--- src/rtl/uart_pkg.sv ---
// Shared UART definitions: FSM state encodings and oversampling constants.
package uart_pkg;

    localparam int OVERSAMPLE   = 16;
    localparam int SAMPLE_POINT = 8;
    localparam int TICK_W       = $clog2(OVERSAMPLE);

    localparam logic [TICK_W-1:0] TICK_LAST   = TICK_W'(OVERSAMPLE - 1);
    localparam logic [TICK_W-1:0] TICK_SAMPLE = TICK_W'(SAMPLE_POINT - 1);
    localparam logic [TICK_W-1:0] TICK_ONE    = TICK_W'(1);

    typedef enum logic [2:0] {
        TX_ST_IDLE,
        TX_ST_START,
        TX_ST_DATA,
        TX_ST_PARITY,
        TX_ST_STOP
    } tx_state_t;

    typedef enum logic [2:0] {
        RX_ST_IDLE,
        RX_ST_START,
        RX_ST_DATA,
        RX_ST_PARITY,
        RX_ST_STOP
    } rx_state_t;

endpackage

--- src/rtl/uart_sync_fifo.sv ---
// Show-ahead synchronous FIFO; full/empty derived from an extra pointer MSB.
module uart_sync_fifo #(
    parameter int WIDTH = 8,
    parameter int DEPTH = 16
) (
    input  logic                   clk,
    input  logic                   rst,
    input  logic                   wr_en,
    input  logic [WIDTH-1:0]       wr_data,
    input  logic                   rd_en,
    output logic [WIDTH-1:0]       rd_data,
    output logic                   full,
    output logic                   empty,
    output logic [$clog2(DEPTH):0] count
);

    localparam int AW = $clog2(DEPTH);
    localparam logic [AW:0] PTR_ONE = (AW+1)'(1);

    logic [WIDTH-1:0] mem [DEPTH];
    logic [AW:0]      wr_ptr;
    logic [AW:0]      rd_ptr;
    logic             do_wr;
    logic             do_rd;

    assign empty = (wr_ptr == rd_ptr);
    assign full  = (wr_ptr[AW] != rd_ptr[AW]) && (wr_ptr[AW-1:0] == rd_ptr[AW-1:0]);
    assign count = wr_ptr - rd_ptr;

    // A write into a full FIFO is only safe when the head leaves in the same cycle.
    assign do_wr = wr_en && (!full || rd_en);
    assign do_rd = rd_en && !empty;

    assign rd_data = mem[rd_ptr[AW-1:0]];

    always_ff @(posedge clk or posedge rst) begin
        if (rst) begin
            wr_ptr <= '0;
            rd_ptr <= '0;
        end else begin
            if (do_wr) wr_ptr <= wr_ptr + PTR_ONE;
            if (do_rd) rd_ptr <= rd_ptr + PTR_ONE;
        end
    end

    always_ff @(posedge clk) begin
        if (do_wr) mem[wr_ptr[AW-1:0]] <= wr_data;
    end

endmodule

--- src/rtl/uart_fifo_core.sv ---
// UART with TX/RX FIFOs, 16x oversampling baud generator and TX/RX framing FSMs.
//  state  | meaning
//  IDLE   | line idle, waiting for a FIFO word (TX) or a start edge (RX)
//  START  | start bit period
//  DATA   | DATA_W data bits, LSB first
//  PARITY | optional parity bit
//  STOP   | stop bit; RX finishes at its sample point
module uart_fifo_core
    import uart_pkg::*;
#(
    parameter int DATA_W     = 8,
    parameter int FIFO_DEPTH = 16,
    parameter int BAUD_W     = 13
) (
    input  logic                          CLK,
    input  logic                          RESET,
    input  logic [BAUD_W-1:0]             BAUD_VAL,
    input  logic                          PARITY_EN,
    input  logic                          ODD_N_EVEN,
    input  logic [DATA_W-1:0]             TX_DATA,
    input  logic                          TX_VALID,
    output logic                          TX_READY,
    output logic [DATA_W-1:0]             RX_DATA,
    output logic                          RX_VALID,
    input  logic                          RX_READY,
    output logic                          TX,
    input  logic                          RX,
    output logic                          TX_IDLE,
    output logic [$clog2(FIFO_DEPTH):0]   RX_COUNT,
    output logic                          FRAMING_ERR,
    output logic                          PARITY_ERR,
    output logic                          OVERFLOW
);

    localparam int BIT_W = $clog2(DATA_W);
    localparam int CNT_W = $clog2(FIFO_DEPTH) + 1;
    localparam logic [BIT_W-1:0] BIT_LAST = BIT_W'(DATA_W - 1);
    localparam logic [BIT_W-1:0] BIT_ONE  = BIT_W'(1);

    logic [BAUD_W-1:0] baud_cnt;
    logic              baud_tick;

    assign baud_tick = (baud_cnt == '0);

    // Reload value is read only at terminal count, so BAUD_VAL changes land there.
    always_ff @(posedge CLK or posedge RESET) begin
        if (RESET)          baud_cnt <= '0;
        else if (baud_tick) baud_cnt <= BAUD_VAL;
        else                baud_cnt <= baud_cnt - BAUD_W'(1);
    end

    logic              tx_push, tx_pop, tx_full, tx_empty;
    logic [DATA_W-1:0] tx_fifo_data;
    logic [CNT_W-1:0]  tx_count;

    assign tx_push  = TX_VALID && !tx_full;
    assign TX_READY = !tx_full;

    uart_sync_fifo #(.WIDTH(DATA_W), .DEPTH(FIFO_DEPTH)) u_tx_fifo (
        .clk     (CLK),
        .rst     (RESET),
        .wr_en   (tx_push),
        .wr_data (TX_DATA),
        .rd_en   (tx_pop),
        .rd_data (tx_fifo_data),
        .full    (tx_full),
        .empty   (tx_empty),
        .count   (tx_count)
    );

    tx_state_t         tx_state, tx_state_n;
    logic [TICK_W-1:0] tx_tick, tx_tick_n;
    logic [BIT_W-1:0]  tx_bit, tx_bit_n;
    logic [DATA_W-1:0] tx_shift, tx_shift_n;
    logic              tx_par, tx_par_n;
    logic              tx_out_n;
    logic              tx_load;
    logic              tx_bit_end;

    assign tx_bit_end = baud_tick && (tx_tick == TICK_LAST);
    assign TX_IDLE    = (tx_count == '0) && (tx_state == TX_ST_IDLE);

    always_comb begin
        tx_state_n = tx_state;
        tx_tick_n  = tx_tick;
        tx_bit_n   = tx_bit;
        tx_shift_n = tx_shift;
        tx_par_n   = tx_par;
        tx_load    = 1'b0;
        tx_pop     = 1'b0;
        tx_out_n   = 1'b1;

        if (tx_state != TX_ST_IDLE && baud_tick) tx_tick_n = tx_tick + TICK_ONE;

        case (tx_state)
            TX_ST_IDLE: begin
                if (baud_tick && !tx_empty) tx_load = 1'b1;
            end
            TX_ST_START: begin
                if (tx_bit_end) begin
                    tx_bit_n   = '0;
                    tx_state_n = TX_ST_DATA;
                end
            end
            TX_ST_DATA: begin
                if (tx_bit_end) begin
                    tx_shift_n = tx_shift >> 1;
                    if (tx_bit == BIT_LAST) tx_state_n = PARITY_EN ? TX_ST_PARITY : TX_ST_STOP;
                    else                    tx_bit_n   = tx_bit + BIT_ONE;
                end
            end
            TX_ST_PARITY: begin
                if (tx_bit_end) tx_state_n = TX_ST_STOP;
            end
            TX_ST_STOP: begin
                if (tx_bit_end) begin
                    if (!tx_empty) tx_load    = 1'b1;
                    else           tx_state_n = TX_ST_IDLE;
                end
            end
            default: tx_state_n = TX_ST_IDLE;
        endcase

        if (tx_load) begin
            tx_pop     = 1'b1;
            tx_shift_n = tx_fifo_data;
            tx_par_n   = (^tx_fifo_data) ^ ODD_N_EVEN;
            tx_tick_n  = '0;
            tx_state_n = TX_ST_START;
        end

        // Line level follows the next state so TX comes straight from a flop.
        case (tx_state_n)
            TX_ST_START:  tx_out_n = 1'b0;
            TX_ST_DATA:   tx_out_n = tx_shift_n[0];
            TX_ST_PARITY: tx_out_n = tx_par_n;
            default:      tx_out_n = 1'b1;
        endcase
    end

    always_ff @(posedge CLK or posedge RESET) begin
        if (RESET) begin
            tx_state <= TX_ST_IDLE;
            tx_tick  <= '0;
            tx_bit   <= '0;
            tx_shift <= '0;
            tx_par   <= 1'b0;
            TX       <= 1'b1;
        end else begin
            tx_state <= tx_state_n;
            tx_tick  <= tx_tick_n;
            tx_bit   <= tx_bit_n;
            tx_shift <= tx_shift_n;
            tx_par   <= tx_par_n;
            TX       <= tx_out_n;
        end
    end

    logic rx_meta, rx_sync, rx_prev, rx_fall;

    always_ff @(posedge CLK or posedge RESET) begin
        if (RESET) begin
            rx_meta <= 1'b1;
            rx_sync <= 1'b1;
            rx_prev <= 1'b1;
        end else begin
            rx_meta <= RX;
            rx_sync <= rx_meta;
            rx_prev <= rx_sync;
        end
    end

    assign rx_fall = rx_prev && !rx_sync;

    logic rx_push, rx_pop, rx_full, rx_empty;

    assign RX_VALID = !rx_empty;
    assign rx_pop   = RX_READY && !rx_empty;

    rx_state_t         rx_state, rx_state_n;
    logic [TICK_W-1:0] rx_tick, rx_tick_n;
    logic [BIT_W-1:0]  rx_bit, rx_bit_n;
    logic [DATA_W-1:0] rx_shift, rx_shift_n;
    logic              rx_par, rx_par_n;
    logic              ferr_n, perr_n, ovf_n;
    logic              rx_sample, rx_bit_end;

    uart_sync_fifo #(.WIDTH(DATA_W), .DEPTH(FIFO_DEPTH)) u_rx_fifo (
        .clk     (CLK),
        .rst     (RESET),
        .wr_en   (rx_push),
        .wr_data (rx_shift),
        .rd_en   (rx_pop),
        .rd_data (RX_DATA),
        .full    (rx_full),
        .empty   (rx_empty),
        .count   (RX_COUNT)
    );

    assign rx_sample  = baud_tick && (rx_tick == TICK_SAMPLE);
    assign rx_bit_end = baud_tick && (rx_tick == TICK_LAST);

    always_comb begin
        rx_state_n = rx_state;
        rx_tick_n  = rx_tick;
        rx_bit_n   = rx_bit;
        rx_shift_n = rx_shift;
        rx_par_n   = rx_par;
        rx_push    = 1'b0;
        ferr_n     = 1'b0;
        perr_n     = 1'b0;
        ovf_n      = 1'b0;

        if (rx_state != RX_ST_IDLE && baud_tick) rx_tick_n = rx_tick + TICK_ONE;

        case (rx_state)
            RX_ST_IDLE: begin
                if (rx_fall) begin
                    rx_tick_n  = '0;
                    rx_state_n = RX_ST_START;
                end
            end
            RX_ST_START: begin
                if (rx_sample && rx_sync) begin
                    rx_state_n = RX_ST_IDLE;
                end else if (rx_bit_end) begin
                    rx_bit_n   = '0;
                    rx_state_n = RX_ST_DATA;
                end
            end
            RX_ST_DATA: begin
                if (rx_sample) rx_shift_n = {rx_sync, rx_shift[DATA_W-1:1]};
                if (rx_bit_end) begin
                    if (rx_bit == BIT_LAST) rx_state_n = PARITY_EN ? RX_ST_PARITY : RX_ST_STOP;
                    else                    rx_bit_n   = rx_bit + BIT_ONE;
                end
            end
            RX_ST_PARITY: begin
                if (rx_sample)  rx_par_n   = rx_sync;
                if (rx_bit_end) rx_state_n = RX_ST_STOP;
            end
            RX_ST_STOP: begin
                // Frame completes at mid-stop so the next start edge is never missed.
                if (rx_sample) begin
                    rx_state_n = RX_ST_IDLE;
                    if (!rx_full || rx_pop) rx_push = 1'b1;
                    else                    ovf_n   = 1'b1;
                    ferr_n = !rx_sync;
                    perr_n = PARITY_EN && (((^rx_shift) ^ ODD_N_EVEN) != rx_par);
                end
            end
            default: rx_state_n = RX_ST_IDLE;
        endcase
    end

    always_ff @(posedge CLK or posedge RESET) begin
        if (RESET) begin
            rx_state    <= RX_ST_IDLE;
            rx_tick     <= '0;
            rx_bit      <= '0;
            rx_shift    <= '0;
            rx_par      <= 1'b0;
            FRAMING_ERR <= 1'b0;
            PARITY_ERR  <= 1'b0;
            OVERFLOW    <= 1'b0;
        end else begin
            rx_state    <= rx_state_n;
            rx_tick     <= rx_tick_n;
            rx_bit      <= rx_bit_n;
            rx_shift    <= rx_shift_n;
            rx_par      <= rx_par_n;
            FRAMING_ERR <= ferr_n;
            PARITY_ERR  <= perr_n;
            OVERFLOW    <= ovf_n;
        end
    end

endmodule

--- config.mk ---
export PLATFORM = sky130hd
export DESIGN_NAME = uart_fifo_core
export DESIGN_NICKNAME = d
export VERILOG_FILES = /design/src/rtl/uart_pkg.sv /design/src/rtl/uart_sync_fifo.sv /design/src/rtl/uart_fifo_core.sv
export SDC_FILE = /design/constraint.sdc
export NUM_CORES = 1
export LEC_CHECK = 0
export CORE_ASPECT_RATIO = 0.75
export CORE_MARGIN = 2
export CORE_UTILIZATION = 40
export DETAILED_ROUTE_END_ITERATION = 10
export PLACE_DENSITY = 0.56
export REMOVE_ABC_BUFFERS = 1
export SLEW_MARGIN = 10
export SYNTH_ARGS = -nofsm -noshare
export SYNTH_HDL_FRONTEND = slang
export SYNTH_SLANG_ARGS = --single-unit
--- constraint.sdc ---
create_clock -name CLK -period 2.8 [get_ports CLK]
set_input_delay 0.28 -clock CLK [delete_from_list [all_inputs] [get_ports CLK]]
set_output_delay 0.28 -clock CLK [all_outputs]
set_load 0.01 [all_outputs]
==> impl_results.md <==
- Status: finished clean
- Largest net degree at the start of global routing: 79
- CTS tree: yes
- Crit-path max cell delay: 0.54 ns
- Worst-path fanout max: 7
- Horiz. Die Dim: 221 um
- Final Hold Vio Count: 0
- Top cells by area, synth: edfxtp_1 (54%), dfrtp_1 (13%), mux4_2 (12%)
- Top cell type by total area after synthesis: edfxtp_1
- Total global-route track usage: 0.166
- Share of cells above drive strength 1: 0.250
- Mapped Cells: 849
- H-tree lvl count: 2
- Most frequent cells after synthesis: edfxtp_1 (256), dfrtp_1 (74), mux4_2 (73)
- DP Wirelength: 18600 um
- Slew Limit Fails: 0
- F_max: 0.362 GHz
- RSZ-0062 raised after global routing: yes
- CTS clk-pin slew, worst paths: 0.06 ns
- Inst Count DP: 1379
- DRT iter0 DRCs: 808
- Hold Buf Count CTS: 0
- Root Buffer: clkbuf_16
- Pre-CTS setup slack: 0.0699 ns
- Vias in the first global route: 7707
- Period minus WS final: 2.76 ns
- CTS Sinks: 334
- RePlAce Congestion: 0.792
- Final Setup Violations: 0
- Arrival @ worst endpoint: 2.48 ns
- DR pass1 iterations: 5
- Final instance area: 17000 um^2
- Max cap viols: 0
- Drt wl/cell: 20.3 um
- Clock skew: 0.0285 ns
- Net count, final: 1038
- Drt drc: 0
- Crit path launch type: register
- Grt total ovfl: 0
- Num rows: 59
- Initial antenna violation count: 0
- Setup crit end kind: output pin
- Syn Area/Cell: 16.6 um^2
- Max Root-Sink Buffers: 3
- I/O pin count: 48
- Synthesized area: 14100 um^2
- Worst path most repeated cell: buf_6
- Prevailing post-synth register cell: edfxtp_1
- Sequential-to-total area share from yosys stat: 0.682
- Yosys reg bits: 334
- Initial core utilization: 0.406
- Setup TNS: 0 ns
- Top delay family on crit path: multiplexers
- CTS Buf Count: 35
- Antenna-violating nets left: 0
- CP bufs+invs: 4
- Yosys top cell area share: 0.544
- Leak: 0.00648 uW
- DP Area: 15500 um^2
- Crit path cell chain: buf_6 -> buf_12 -> buf_6 -> mux4_2 -> mux4_2 -> buf_6
- Setup slack after layout: 0.0352 ns
- Cell with the most instances after synthesis: edfxtp_1
- Final Util: 0.488
- Ys async rst share: 0.234
- Detailed Route WL: 29800 um
- Worst skew pair latency: 0.54 ns
- Post-synth EDFFs: 256
- YS warnings: 0
- Antenna Cells: 0
- Slowest cell on the critical path: mux4_2
- IO buf count: 47
- Area Overhead vs Synth: 20.2%
- Slew headroom: 0.518
- Peak supply drop: 512 uV
- Hold Crit Class: in2reg
- Worst EP required: 2.52 ns
- Core Region: 34800 um^2
- Final Non-Filler Cells: 1467
- Die area: 36900 um^2
- Setup CP Type: reg2out
- Vias per cell: 5.20
- Worst slew pin tran: 0.723 ns
- Synth cell types: 62
- Final period utilization: 0.987
- Chip Height: 167 um
- First-pass GRT wire length: 46500 um
- Vias after detailed routing: 7633
- Power Density: 753 nW/um^2
==> report_power, final <==
part,switching (uW),internal (uW),total [uW]
clock network,1960,2550,4510
registers,199,5640,5840
logic,1170,1260,2430
==> placed cells by master (no fill, tap or decap), types with 4 or more instances in the layout <==
cell type,count
a21oi_1,23
and2_1,5
buf_12,7
buf_4,66
buf_6,15
clkbuf_1,4
clkbuf_16,36
clkdlybuf4s50_1,35
clkinv_1,5
clkinv_2,12
dfrtp_1,70
dfstp_2,4
edfxtp_1,256
ha_1,25
inv_1,23
mux2_1,7
mux2i_1,20
mux4_2,73
nand2_1,56
nand2b_1,9
nand3_1,15
nand4_1,12
nor2_1,65
nor2b_1,5
nor3_1,17
o21ai_0,16
xnor2_1,41
xor2_1,12
==> worst register-to-register path, delay by kind of cell, from the launching register on <==
kind,cells,cell delay [ns]
flops,1,0.37
mux,1,0.55
compound gates,2,0.44
buf+inv,1,0.23
simple gates,1,0.30
xor+xnor,3,0.68
==> flip-flops by register name, indices dropped and copies added, names as in the netlist, 8 cells and up <==
register and count:
u_tx_fifo.mem 128, tx_shift 8, u_rx_fifo.mem 128, baud_cnt 13
rx_shift 8
==> repair_timing <==
| action | in CTS | in global routing |
|---|---|---|
| resized for setup | 40 | 20 |
| gates cloned | 3 | 1 |
| endpoints found under the setup margin | 11 | 145 |
| pin swaps | 0 | 1 |
| hold endpoints to repair | 0 | 0 |
| buffers inserted | 18 | 3 |
==> metal layers <==
metal | routed length (um) | GRT usage
met3 | 1780 | 0.0332
met5 | 0 | 0
met2 | 12700 | 0.235
met1 | 14900 | 0.262
met4 | 475 | 0.0397
==> worst paths after layout <==
path / start / endpoint / slack [ns] / cells after the start
max: u_rx_fifo.rd_ptr[0] / RX_DATA[6] / 0.04 / 6
min: RX / rx_meta / 0.19 / 1
max reg2reg: u_tx_fifo.rd_ptr[0] / tx_par / 0.16 / 8
min reg2reg: rx_meta / rx_sync / 0.36 / 0
max in group asynchronous: RESET / rx_prev / 2.19 / 3
min in group asynchronous: RESET / u_tx_fifo.rd_ptr[0] / 0.25 / 3
==> per-stage QoR <==
| stage | hold WS, ns | total power, uW |
|---|---|---|
| floorplan | 0.284 | 7110 |
| global placement | 0.347 | 7880 |
| detailed placement | 0.350 | 7900 |
| CTS | 0.163 | 12900 |
| global route | 0.172 | 13400 |
| finish | 0.189 | 12800 |
==> final cells by class <==
class	instances	area, um^2
Inverter	27	103
Multi-Input combinational cell	454	4230
Sequential cell	334	9650
Fill cell	2892	17800
Tap cell	457	572
Clock buffer	40	905
Timing Repair Buffer	132	1320
Clock inverter	23	209
==> cell families (layout without fill, tap and decap cells) <==
family                     after synthesis  in the layout  share of synthesized area
buffers and inverters                   61            222                     0.0197
adders and majority gates               26             26                     0.0236
and+or+nand+nor                        211            211                     0.0753
AOI/OAI and AO/OA                       58             58                     0.0243
DFF                                    334            334                      0.682
xor gates and xnor gates                54             54                     0.0344
muxes                                  105            105                      0.140
(Power assumes the default switching activity.)
